--- config.mk ---
export PLATFORM = sky130hd
export DESIGN_NAME = rx_capture_fifo
export DESIGN_NICKNAME = d
export VERILOG_FILES = /design/src/rtl/rx_capture_fifo.sv
export SDC_FILE = /design/constraint.sdc
export NUM_CORES = 1
export LEC_CHECK = 0
export CAP_MARGIN = 20
export CELL_PAD_IN_SITES_DETAIL_PLACEMENT = 0
export CELL_PAD_IN_SITES_GLOBAL_PLACEMENT = 1
export CORE_MARGIN = 1
export CORE_UTILIZATION = 46
export DETAILED_ROUTE_END_ITERATION = 10
export GPL_TIMING_DRIVEN = 0
export PLACE_DENSITY = 0.87
export SKIP_CTS_REPAIR_TIMING = 1
export SYNTH_ARGS = -nofsm -noshare
export SYNTH_HDL_FRONTEND = slang
export SYNTH_SLANG_ARGS = --single-unit
--- constraint.sdc ---
create_clock -name clk -period 3.17 [get_ports clk]
set_clock_uncertainty 0.2 [all_clocks]
set_input_delay 0.4755 -clock clk [delete_from_list [all_inputs] [get_ports clk]]
set_output_delay 0.4755 -clock clk [all_outputs]
set_load 0.005 [all_outputs]
--- src/rtl/rx_capture_fifo.sv ---
// rx_capture_fifo
//
// Capture buffer between the UART receiver and its consumers (seven-segment
// display path, command parser). The receiver's level-style write strobe is
// turned into one push per low-to-high transition. Pushed words go into a
// DEPTH-entry show-ahead FIFO. When the FIFO is full, the full-policy either
// drops the new word or overwrites the oldest one. A sticky flag records that
// a push arrived while full. A separate register keeps the last captured word
// for the display, whether or not it has been popped.
//
// Parameters
//   WIDTH      data word width in bits
//   DEPTH      number of FIFO entries (power of two, >= 2)
//   OVERWRITE  full-policy: 0 = drop incoming word, 1 = overwrite oldest
//
// Ports
//   clk         system clock, all logic on the rising edge
//   rst         asynchronous active-low reset
//   i_wr        receiver write strobe (level, may stay high for many cycles)
//   i_data      receiver data, valid while i_wr is high
//   i_rd        pop request from the consumer
//   i_clr_ovf   clears o_overflow
//   o_data      head of the FIFO (show-ahead), meaningless while o_empty
//   o_empty     FIFO holds no words
//   o_full      FIFO holds DEPTH words
//   o_count     number of stored words
//   o_overflow  sticky: a push arrived while the FIFO was full
//   o_last      most recent captured word, independent of pops

module rx_capture_fifo #(
  parameter int unsigned WIDTH     = 8,
  parameter int unsigned DEPTH     = 16,
  parameter bit          OVERWRITE = 1'b0
) (
  input  logic                   clk,
  input  logic                   rst,
  input  logic                   i_wr,
  input  logic [WIDTH-1:0]       i_data,
  input  logic                   i_rd,
  input  logic                   i_clr_ovf,
  output logic [WIDTH-1:0]       o_data,
  output logic                   o_empty,
  output logic                   o_full,
  output logic [$clog2(DEPTH):0] o_count,
  output logic                   o_overflow,
  output logic [WIDTH-1:0]       o_last
);

  localparam int unsigned AW = $clog2(DEPTH);
  localparam int unsigned CW = AW + 1;
  localparam logic [CW-1:0] DEPTH_C = CW'(DEPTH);

  // State registers
  logic             wr_q;
  logic [AW-1:0]    wr_ptr_q, wr_ptr_d;
  logic [AW-1:0]    rd_ptr_q, rd_ptr_d;
  logic [CW-1:0]    count_q,  count_d;
  logic             ovf_q,    ovf_d;
  logic [WIDTH-1:0] last_q,   last_d;

  logic [WIDTH-1:0] mem [DEPTH];

  // Decoded status, all from count
  logic empty;
  logic full;

  // Per-cycle events
  logic push;   // rising edge of the write strobe
  logic pop;    // accepted read
  logic store;  // word is written into memory this cycle
  logic evict;  // overwrite policy pushes out the oldest word
  logic ovf_set;

  assign empty = (count_q == '0);
  assign full  = (count_q == DEPTH_C);

  // wr_q resets to 1, so a strobe that is already high when reset releases
  // is not seen as a rising edge.
  assign push = i_wr & ~wr_q;
  assign pop  = i_rd & ~empty;

  // A simultaneous pop frees a slot, so a full FIFO can still accept the word.
  // With the overwrite policy the word is stored even without a pop.
  assign store   = push & (~full | pop | OVERWRITE);
  assign evict   = push & full & ~pop & OVERWRITE;
  assign ovf_set = push & full & ~pop;

  always_comb begin
    wr_ptr_d = wr_ptr_q;
    rd_ptr_d = rd_ptr_q;
    count_d  = count_q;
    ovf_d    = ovf_q;
    last_d   = last_q;

    if (store) begin
      wr_ptr_d = wr_ptr_q + AW'(1);
    end

    // The read pointer also moves on an eviction, so the head becomes the
    // next-oldest word.
    if (pop || evict) begin
      rd_ptr_d = rd_ptr_q + AW'(1);
    end

    // An eviction stores one word and loses one, so the count does not change.
    // Push+pop while not empty does not change the count either.
    unique case ({store & ~evict, pop})
      2'b10:   count_d = count_q + CW'(1);
      2'b01:   count_d = count_q - CW'(1);
      default: count_d = count_q;
    endcase

    // Setting takes priority over the clear request.
    if (ovf_set) begin
      ovf_d = 1'b1;
    end else if (i_clr_ovf) begin
      ovf_d = 1'b0;
    end

    if (push) begin
      last_d = i_data;
    end
  end

  always_ff @(posedge clk or negedge rst) begin
    if (!rst) begin
      wr_q     <= 1'b1;
      wr_ptr_q <= '0;
      rd_ptr_q <= '0;
      count_q  <= '0;
      ovf_q    <= 1'b0;
      last_q   <= '0;
    end else begin
      wr_q     <= i_wr;
      wr_ptr_q <= wr_ptr_d;
      rd_ptr_q <= rd_ptr_d;
      count_q  <= count_d;
      ovf_q    <= ovf_d;
      last_q   <= last_d;
    end
  end

  // Storage array. It has no reset, and stale contents are never shown
  // because o_data is only meaningful when the FIFO is not empty.
  always_ff @(posedge clk) begin
    if (store) begin
      mem[wr_ptr_q] <= i_data;
    end
  end

  assign o_data     = mem[rd_ptr_q];
  assign o_empty    = empty;
  assign o_full     = full;
  assign o_count    = count_q;
  assign o_overflow = ovf_q;
  assign o_last     = last_q;

endmodule

Yosys cells after proc, flatten, opt, wreduce, memory -nomap -nowiden:

Memory sizes are Yosys's and may differ from the RTL's.
Index checks and enable logic that the tools add are counted.

* add/subtract/negate cells: 4
* eq/ne operators: 3
* muxes and demuxes: 5
* bitwise operators: 10
* reductions and logical operators: 3

Operators with widths (number)
* 5-bit one-hot mux with 2 select lines: 1
* 4-bit by 1-bit adder with 4-bit output, second input constant: 2
* 5-bit by 1-bit adder with 5-bit output, second input constant: 1
* 1-bit AND: 5
* 5-bit equality test, second input constant: 1
* 5-bit logical NOT: 1
* 5-bit by 1-bit subtractor with 5-bit output, second input constant: 1
* 1-bit 2-to-1 mux: 4
* 1-bit NOT: 4
* 2-bit nonzero test: 2
* 2-bit by 1-bit equality test with 1-bit output, second input constant: 1
* 2-bit equality test, second input constant: 1
* 1-bit OR: 1

* flip-flop bits (word level): 23
* bits in writable memories: 128
* output and inout bits: 24
* logic and storage cells: 32
* memories kept: 1

Memory list
* mem: depth 16, bits a word 8, rd ports 1, clocked after memory_dff 0, wr ports 1, line 61 `logic [WIDTH-1:0] mem [DEPTH];`

Logic depth before layout (Yosys ltp):

Gate-level depths: netlist (run 1).

* word-level depth: 7
* gate-level depth with buffers: 13
* gate-level depth less buffers: 10

Worst setup path after synthesis (run 1):

Ideal clock, no wire load.

* path kind: register -> register
* start: reg count_q[1], in the netlist o_count[1]
* end: reg count_q[4], in the netlist o_count[4]
* arrival time: 2827 ps
* data required time: 2841 ps
* path slack: 15 ps
* stages on the path, launching flop included: 14
* period minus slack after synthesis: 3155 ps
* cell sequence: dfrtp_1 -> buf_6 -> nor4_2 -> a31oi_2 -> buf_2 -> inv_1 -> ha_1 -> clkbuf_1 -> xor2_1 -> ha_1 -> or4_1 -> o22ai_1 -> a31oi_1 -> xnor2_1

* word-level cells in the longest chain between the ends: 7
* elaborated cells on any way between the ends: 13
* classes of those cells: add/sub (2); eq/ne (3); mux (1); bitwise (5); reduce/logical (2)

Ends and longest elaborated chain
* start, declared: line 57 `logic [CW-1:0] count_q, count_d;`
* start signal, assigned: line 137 `count_q <= count_d;`
* 5-bit logical NOT: line 74 `assign empty = (count_q == '0);`
* 1-bit NOT: line 80 `assign pop = i_rd & ~empty;`
* 1-bit AND: line 80
* 1-bit OR: line 84 `assign store = push & (~full | pop | OVERWRITE);`
* 1-bit AND: line 84
* 2-bit by 1-bit equality test with 1-bit output / 2-bit equality test (equally long branches): line 107 `unique case ({store & ~evict, pop})`
* 5-bit one-hot mux with 2 select lines / 2-bit nonzero test (equally long branches)

Parallel ways exist; a longest one is shown, timed or not.
A chain may end at the register's enable or synchronous reset.

Worst setup path after layout (run 1):

* start: reg count_q[0], in the netlist o_count[0]
* end: reg count_q[4], in the netlist o_count[4]

* word-level cells in the longest chain between the ends: 7
* elaborated cells on any way between the ends: 13
* classes of those cells: add/sub (2); eq/ne (3); mux (1); bitwise (5); reduce/logical (2)

Ends and longest elaborated chain
* 5-bit logical NOT *: line 74
* 1-bit NOT *: line 80
* 1-bit AND *: line 80
* via pop: line 69 `logic pop;`
* 1-bit OR: line 84
* 1-bit AND: line 84
* 2-bit by 1-bit equality test with 1-bit output / 2-bit equality test (equally long branches): line 107
* 5-bit one-hot mux with 2 select lines / 2-bit nonzero test (equally long branches)

Mark *: on every way through the listed nets, which the timed path passes. The rest lies on a longest branch.

==> results of run 1 <==
-- state kept, by name, summed over array words and instances, names as in the netlist --
signal      cells
mem           128
o_last          8
o_count         5
rd_ptr_q        4
wr_ptr_q        4
o_overflow      1
wr_q            1
-- cell families after synthesis --
group | Yosys count | synth area share
AO/OA/AOI/OAI | 29 | 0.0355
XOR/XNOR | 11 | 0.0157
adder cells (fa/ha/maj) | 9 | 0.0184
buffers and inverters | 23 | 0.0163
flip-flops | 151 | 0.721
multiplexers | 35 | 0.123
AND/OR/NAND/NOR | 84 | 0.0696
-- layer usage --
metal / part of all wire / routed length (um)
met3: 0.057 / 683
met1: 0.41 / 4920
met5: 0 / 0
met2: 0.52 / 6300
met4: 0.011 / 138
-- through the flow --
| step | utilization | setup WS [ps] |
|---|---|---|
| final | 0.591 | 31.6 |
| after global routing | 0.591 | -66.9 |
| after CTS | 0.572 | -578 |
| after detailed placement | 0.523 | -983 |
| after global placement | 0.523 | -891 |
| after floorplan | - | 14.5 |
-- worst max path at each step --
stage | start | endpoint | slack, ps | depth (start not counted)
finish | o_count[0]$_DFFE_PN0P_ | o_count[4]$_DFFE_PN0P_ | 30 | 10
global route | o_count[0]$_DFFE_PN0P_ | o_count[4]$_DFFE_PN0P_ | -70 | 10
CTS | i_wr | o_count[4]$_DFFE_PN0P_ | -580 | 14
detailed placement | i_wr | o_count[4]$_DFFE_PN0P_ | -980 | 14
global placement | i_wr | o_count[4]$_DFFE_PN0P_ | -890 | 14
floorplan | o_count[1]$_DFFE_PN0P_ | o_count[4]$_DFFE_PN0P_ | 10 | 13
-- cells in the mapped netlist, drive strengths merged, types with 3 or more instances --
master / n
nand3: 4
and2: 3
a22oi: 16
and3: 13
inv: 5
nand4: 3
nand2: 38
mux4: 32
buf: 10
ha: 9
nor2: 7
dfrtp: 22
o22ai: 3
edfxtp: 128
nor2b: 5
clkbuf: 8
xor2: 4
nand2b: 5
xnor2: 7
-- power by group through the flow --
stage               clock [mW]  combinational [mW]  sequential (mW)
floorplan                    0                1.23             2.49
global placement             0                1.88             2.51
detailed placement           0                1.93             2.53
CTS                       2.17                1.94             2.49
global route              2.24                2.32             2.56
finish                    2.15                2.13             2.53
-- placed cells by master, fill, tap and decap left out, types with 7 or more instances in the layout --
cell type	synthesis	layout
edfxtp_1	128	128
nand2_1	38	38
clkdlybuf4s50_1	0	36
mux4_2	32	32
dfrtp_1	22	19
clkbuf_16	0	17
a22oi_1	16	13
and3_1	13	13
buf_4	0	11
xnor2_1	7	7
ha_1	9	7
-- layout make-up --
| class | instances | area (sq um) |
|---|---|---|
| Fill cell | 947 | 5250 |
| Tap cell | 172 | 215 |
| Clock buffer | 21 | 450 |
| Clock inverter | 11 | 180 |
| Multi-Input combinational cell | 168 | 1670 |
| Timing Repair Buffer | 48 | 470 |
| Inverter | 5 | 18.8 |
| Sequential cell | 151 | 4420 |
| Buffer | 15 | 150 |
==> results.tsv, run 1 <==
stage	metric	value	unit
sta	hold_ws	231	ps
synth	Yosys warning count	0	
job	max-cap viol count	0	
synth	Unique masters post-synth	37	
final_layout	Layout Cells excl Fill	591	
grt	Total GRT Usage	0.188	
cts	TritonCTS Buffers	17	
setup_path	FF-to-FF End	o_count[4]$_DFFE_PN0P_	
synth	Synth area leaders	edfxtp_1 63%, mux4_2 12%, dfrtp_1 9.0%	
synth	register bit total from synthesis	151	
sta	RSZ-0062 raised after global routing	yes	
cts	Worst-Skew Late Latency	410	ps
setup_path	Worst Path Required	3260	ps
die	CORE AREA	12800	sq um
grt	largest net degree at the start of global routing	24	
grt	initial antenna violation count	0	
placed_design	IO buf count	36	
die	# IOs	37	
cts	clk sink count	151	
grt	grt peak-use layer	met2	
cts	CTS max path bufs	2	
synth	Post-synth ARST share	0.152	
grt	GR Util met3	0.0540	
power	Max VDD drop	0.484	mV
synth	synthesized area	6130	sq um
drt	routed vias	3251	
setup_path	CP Launch Type	flip-flop	
die	die width	117	um
cts	Clk pin slew, worst setup/hold paths	60	ps
drt	Routed WL per cell	20.4	um
setup_path	CP Data Arrival Time	3230	ps
power	Clock Power Share	0.315	
grt	met1 GRT Util	0.242	
final_layout	Design Area, Final	7580	sq um
synth	Synth Flop Type	edfxtp_1	
grt	first-pass GRT wire length	19.2	mm
placed_design	placed cell areas	6710	sq um
sta	setup_tns	0	ps
drt	vias per cell	5.50	
sta	crit path time final	3140	ps
status	status	complete, no violations	
setup_path	Setup CP Type	reg2reg	
die	Die H	117	um
sta	Worst Tran Pin Value	864	ps
min_path	Hold Path Class	in2async	
synth	EDFF count, synth	128	
grt	vias in the first global route	3456	
power	Pint	4.93	mW
final_layout	Layout area overhead	23.6	%
sta	worst relative slew slack	0.422	
final_layout	share of cells above drive strength 1	0.234	
synth	cell count after synthesis	342	
placed_design	dpl hpwl	7.87	mm
power	Power Total	6.81	mW
setup_path	Crit path buffers/inverters	1	
placed_design	Placer Congestion	0.768	
sta	Fmax	0.319	GHz
power	P_leak	2.67	nW
setup_path	Worst Path Max Fanout	9	
die	row count	41	
setup_path	Slowest-stage cell, CP	or4_4	
drt	Pre-antenna DRT Iters	4	
power	NetSw	1.87	mW
cts	H-tree depth	4	
synth	sequential area share after synthesis	0.721	
setup_path	CP Cell Sequence	or4_4 > o21a_4 > ha_4 > buf_6 > xor2_1 > ha_2 > or4_1 > o22ai_1 > a31oi_1 > xnor2_1	
sta	period utilization	0.990	
grt	GR Util met2	0.307	
die	Die ar.	13800	sq um
power	register share of total power	0.372	
cts	CTS tree	done	
sta	fin. max-slew vios	0	
synth	Syn Nets	364	
power	Switching Share	0.275	
sta	final setup vio count	0	
drt	Routed WL	12.0	mm
setup_path	worst r2r src	o_count[0]$_DFFE_PN0P_	
final_layout	Antenna Cells	0	
setup_path	critical path's largest stage delay	560	ps
setup_path	R2R depth	10	
synth	syn_area_per_cell	17.9	sq um
setup_path	CP Capture Type	flip-flop	
synth	largest area contributor in the netlist	edfxtp_1	
final_layout	nets@finish	428	
setup_path	Crit path max-delay family	simple AND/OR/NAND/NOR gates	
drt	DRT antenna net count	0	
setup_path	r2r setup slk	30	ps
synth	top cell type's share of synthesized area	0.627	
power	PwrDens	898	nW/um^2
drt	1st-iter DRT viols	271	
die	Initial Utilization	0.478	
cts	root buffer cell	clkbuf_16	
placed_design	placed cell count	550	
drt	drc violations	0	
power	Logic pwr share	0.313	
grt	GRT Residual Overflow	0	
sta	endpoints failing hold	0	
No activity file was read; power rests on OpenSTA's default activity.
==> inputs of run 2 (changes only) <==
--- a/config.mk
+++ b/config.mk
@@ -8,11 +8,10 @@
 export CAP_MARGIN = 20
 export CELL_PAD_IN_SITES_DETAIL_PLACEMENT = 0
 export CELL_PAD_IN_SITES_GLOBAL_PLACEMENT = 1
-export CORE_MARGIN = 1
-export CORE_UTILIZATION = 46
+export CORE_UTILIZATION = 50
 export DETAILED_ROUTE_END_ITERATION = 10
 export GPL_TIMING_DRIVEN = 0
-export PLACE_DENSITY = 0.87
+export PLACE_DENSITY = 0.9
 export SKIP_CTS_REPAIR_TIMING = 1
 export SYNTH_ARGS = -nofsm -noshare
 export SYNTH_HDL_FRONTEND = slang
==> constraint.sdc (replaced) <==
create_clock -name clk -period 3.2 [get_ports clk]
set_clock_uncertainty 0.2 [all_clocks]
set_input_delay 0.48 -clock clk [delete_from_list [all_inputs] [get_ports clk]]
set_output_delay 0.48 -clock clk [all_outputs]
set_load 0.005 [all_outputs]
==> results.tsv, run 2 (synthesized netlist as in run 1, its figures left out) <==
stage	metric	value	unit
setup_path	r2r setup slk	80	ps
power	NetSw	1.90	mW
placed_design	dpl hpwl	7.63	mm
die	Die ar.	12700	sq um
final_layout	register bank with the most flops	mem	
power	P_leak	2.60	nW
power	register share of total power	0.392	
sta	fin. max-slew vios	0	
setup_path	CP Capture Type	output port	
sta	period utilization	0.984	
final_layout	Layout Cells excl Fill	563	
setup_path	Worst Path Max Fanout	10	
grt	GRT Residual Overflow	0	
setup_path	Setup CP Type	reg2out	
drt	Metal-1 WL	5.05	mm
setup_path	R2R depth	11	
die	# IOs	37	
drt	Routed WL	12.2	mm
min_path	Hold Path Class	in2async	
drt	DRT antenna net count	0	
sta	crit path time final	3150	ps
setup_path	Crit path buffers/inverters	3	
final_layout	most frequent cells in the layout	128 x edfxtp_1, 38 x nand2_1, 36 x clkdlybuf4s50_1	
final_layout	nets@finish	425	
placed_design	placed cell count	525	
cts	TritonCTS Buffers	17	
setup_path	Slowest-stage cell, CP	mux4_2	
setup_path	CP Cell Sequence	buf_6 > buf_8 > mux4_2 > a22oi_1 > nand2_1 > clkdlybuf4s50_1	
power	PwrDens	863	nW/um^2
drt	Met3 Wirelength	774	um
die	Initial Utilization	0.513	
die	row count	40	
power	Logic pwr share	0.324	
die	die width	113	um
power	Switching Share	0.296	
cts	Clk pin slew, worst setup/hold paths	60	ps
drt	Routed WL per cell	21.6	um
grt	Total GRT Usage	0.207	
die	CORE AREA	12000	sq um
setup_path	Crit path max-delay family	buffers and inverters	
sta	Fmax	0.318	GHz
final_layout	max FFs per register	128	
drt	Pre-antenna DRT Iters	6	
grt	initial antenna violation count	0	
drt	Top Metal Used	met4	
final_layout	Antenna Cells	0	
grt	first-pass GRT wire length	18.8	mm
drt	routed vias	3256	
final_layout	share of cells above drive strength 1	0.240	
power	Clock Power Share	0.283	
die	Die H	113	um
cts	CTS max path bufs	2	
sta	endpoints failing hold	0	
setup_path	critical path's largest stage delay	520	ps
setup_path	WP depth	6	
sta	worst relative slew slack	0.517	
setup_path	FF-to-FF End	o_count[4]$_DFFE_PN0P_	
cts	root buffer cell	clkbuf_16	
setup_path	worst r2r src	o_count[1]$_DFFE_PN0P_	
setup_path	CP Launch Type	flip-flop	
drt	1st-iter DRT viols	315	
power	Max VDD drop	0.477	mV
job	max-cap viol count	0	
cts	clk sink count	151	
cts	H-tree depth	4	
cts	CTS tree	done	
drt	metal2 WL	6.14	mm
sta	RSZ-0062 raised after global routing	yes	
power	Pint	4.51	mW
grt	largest net degree at the start of global routing	24	
final_layout	Layout area overhead	21.1	%
drt	vias per cell	5.78	
drt	drc violations	0	
sta	final setup vio count	0	
placed_design	IO buf count	36	
final_layout	leading cell type in the layout, fill and taps excluded	edfxtp_1	
cts	Worst-Skew Late Latency	420	ps
status	status	complete, no violations	
placed_design	Placer Congestion	0.742	
setup_path	CP Data Arrival Time	2470	ps
setup_path	Worst Path Required	2520	ps
sta	setup_tns	0	ps
grt	vias in the first global route	3338	
final_layout	fin util	0.621	
sta	Worst Tran Pin Value	722	ps
-- run 2: cell type report --
type / count / area (sq um)
fillers: 830 / 4540
flip-flops and latches: 151 / 4420
multi-input cells: 168 / 1680
repair buffers: 45 / 448
clock buffers: 18 / 429
well taps: 147 / 184
plain buffers: 15 / 131
clock inverters: 14 / 110
inverters: 5 / 18.8
-- run 2: power by group through the flow --
stage	logic [mW]	clock network [mW]	registers, mW
after floorplan	1.21	0	2.47
after global placement	1.86	0	2.49
after detailed placement	1.91	0	2.50
after CTS	1.93	1.84	2.47
after global routing	2.25	1.91	2.54
final	2.08	1.81	2.51
-- run 2: worst max-delay path by stage --
stage,from,end,slack [ps]
floorplan,o_count[1]$_DFFE_PN0P_,o_count[4]$_DFFE_PN0P_,40
global placement,i_wr,o_count[4]$_DFFE_PN0P_,-840
detailed placement,i_wr,o_count[4]$_DFFE_PN0P_,-870
CTS,i_wr,o_count[4]$_DFFE_PN0P_,-460
global route,o_count[1]$_DFFE_PN0P_,o_count[4]$_DFFE_PN0P_,-50
finish,rd_ptr_q[0]$_DFFE_PN0P_,o_data[0],50
-- run 2: metrics by stage --
step	setup slack [ps]	hold slack [ps]	total power, mW	cell area (sq um)
2_1_floorplan	44.5	-15.6	3.68	6130
3_3_place_gp	-838	263	4.35	6680
3_5_place_dp	-869	276	4.41	6680
4_1_cts	-465	290	6.23	7210
5_1_grt	-48.0	99.6	6.70	7420
6_report	50.7	102	6.41	7420
-- run 2: metal layers --
metal  global-route usage  vias to the layer above
li1                     -                     1469
met1                0.280                     1642
met2                0.328                      124
met3               0.0541                       21
met4               0.0747                        0
met5                    0                        -
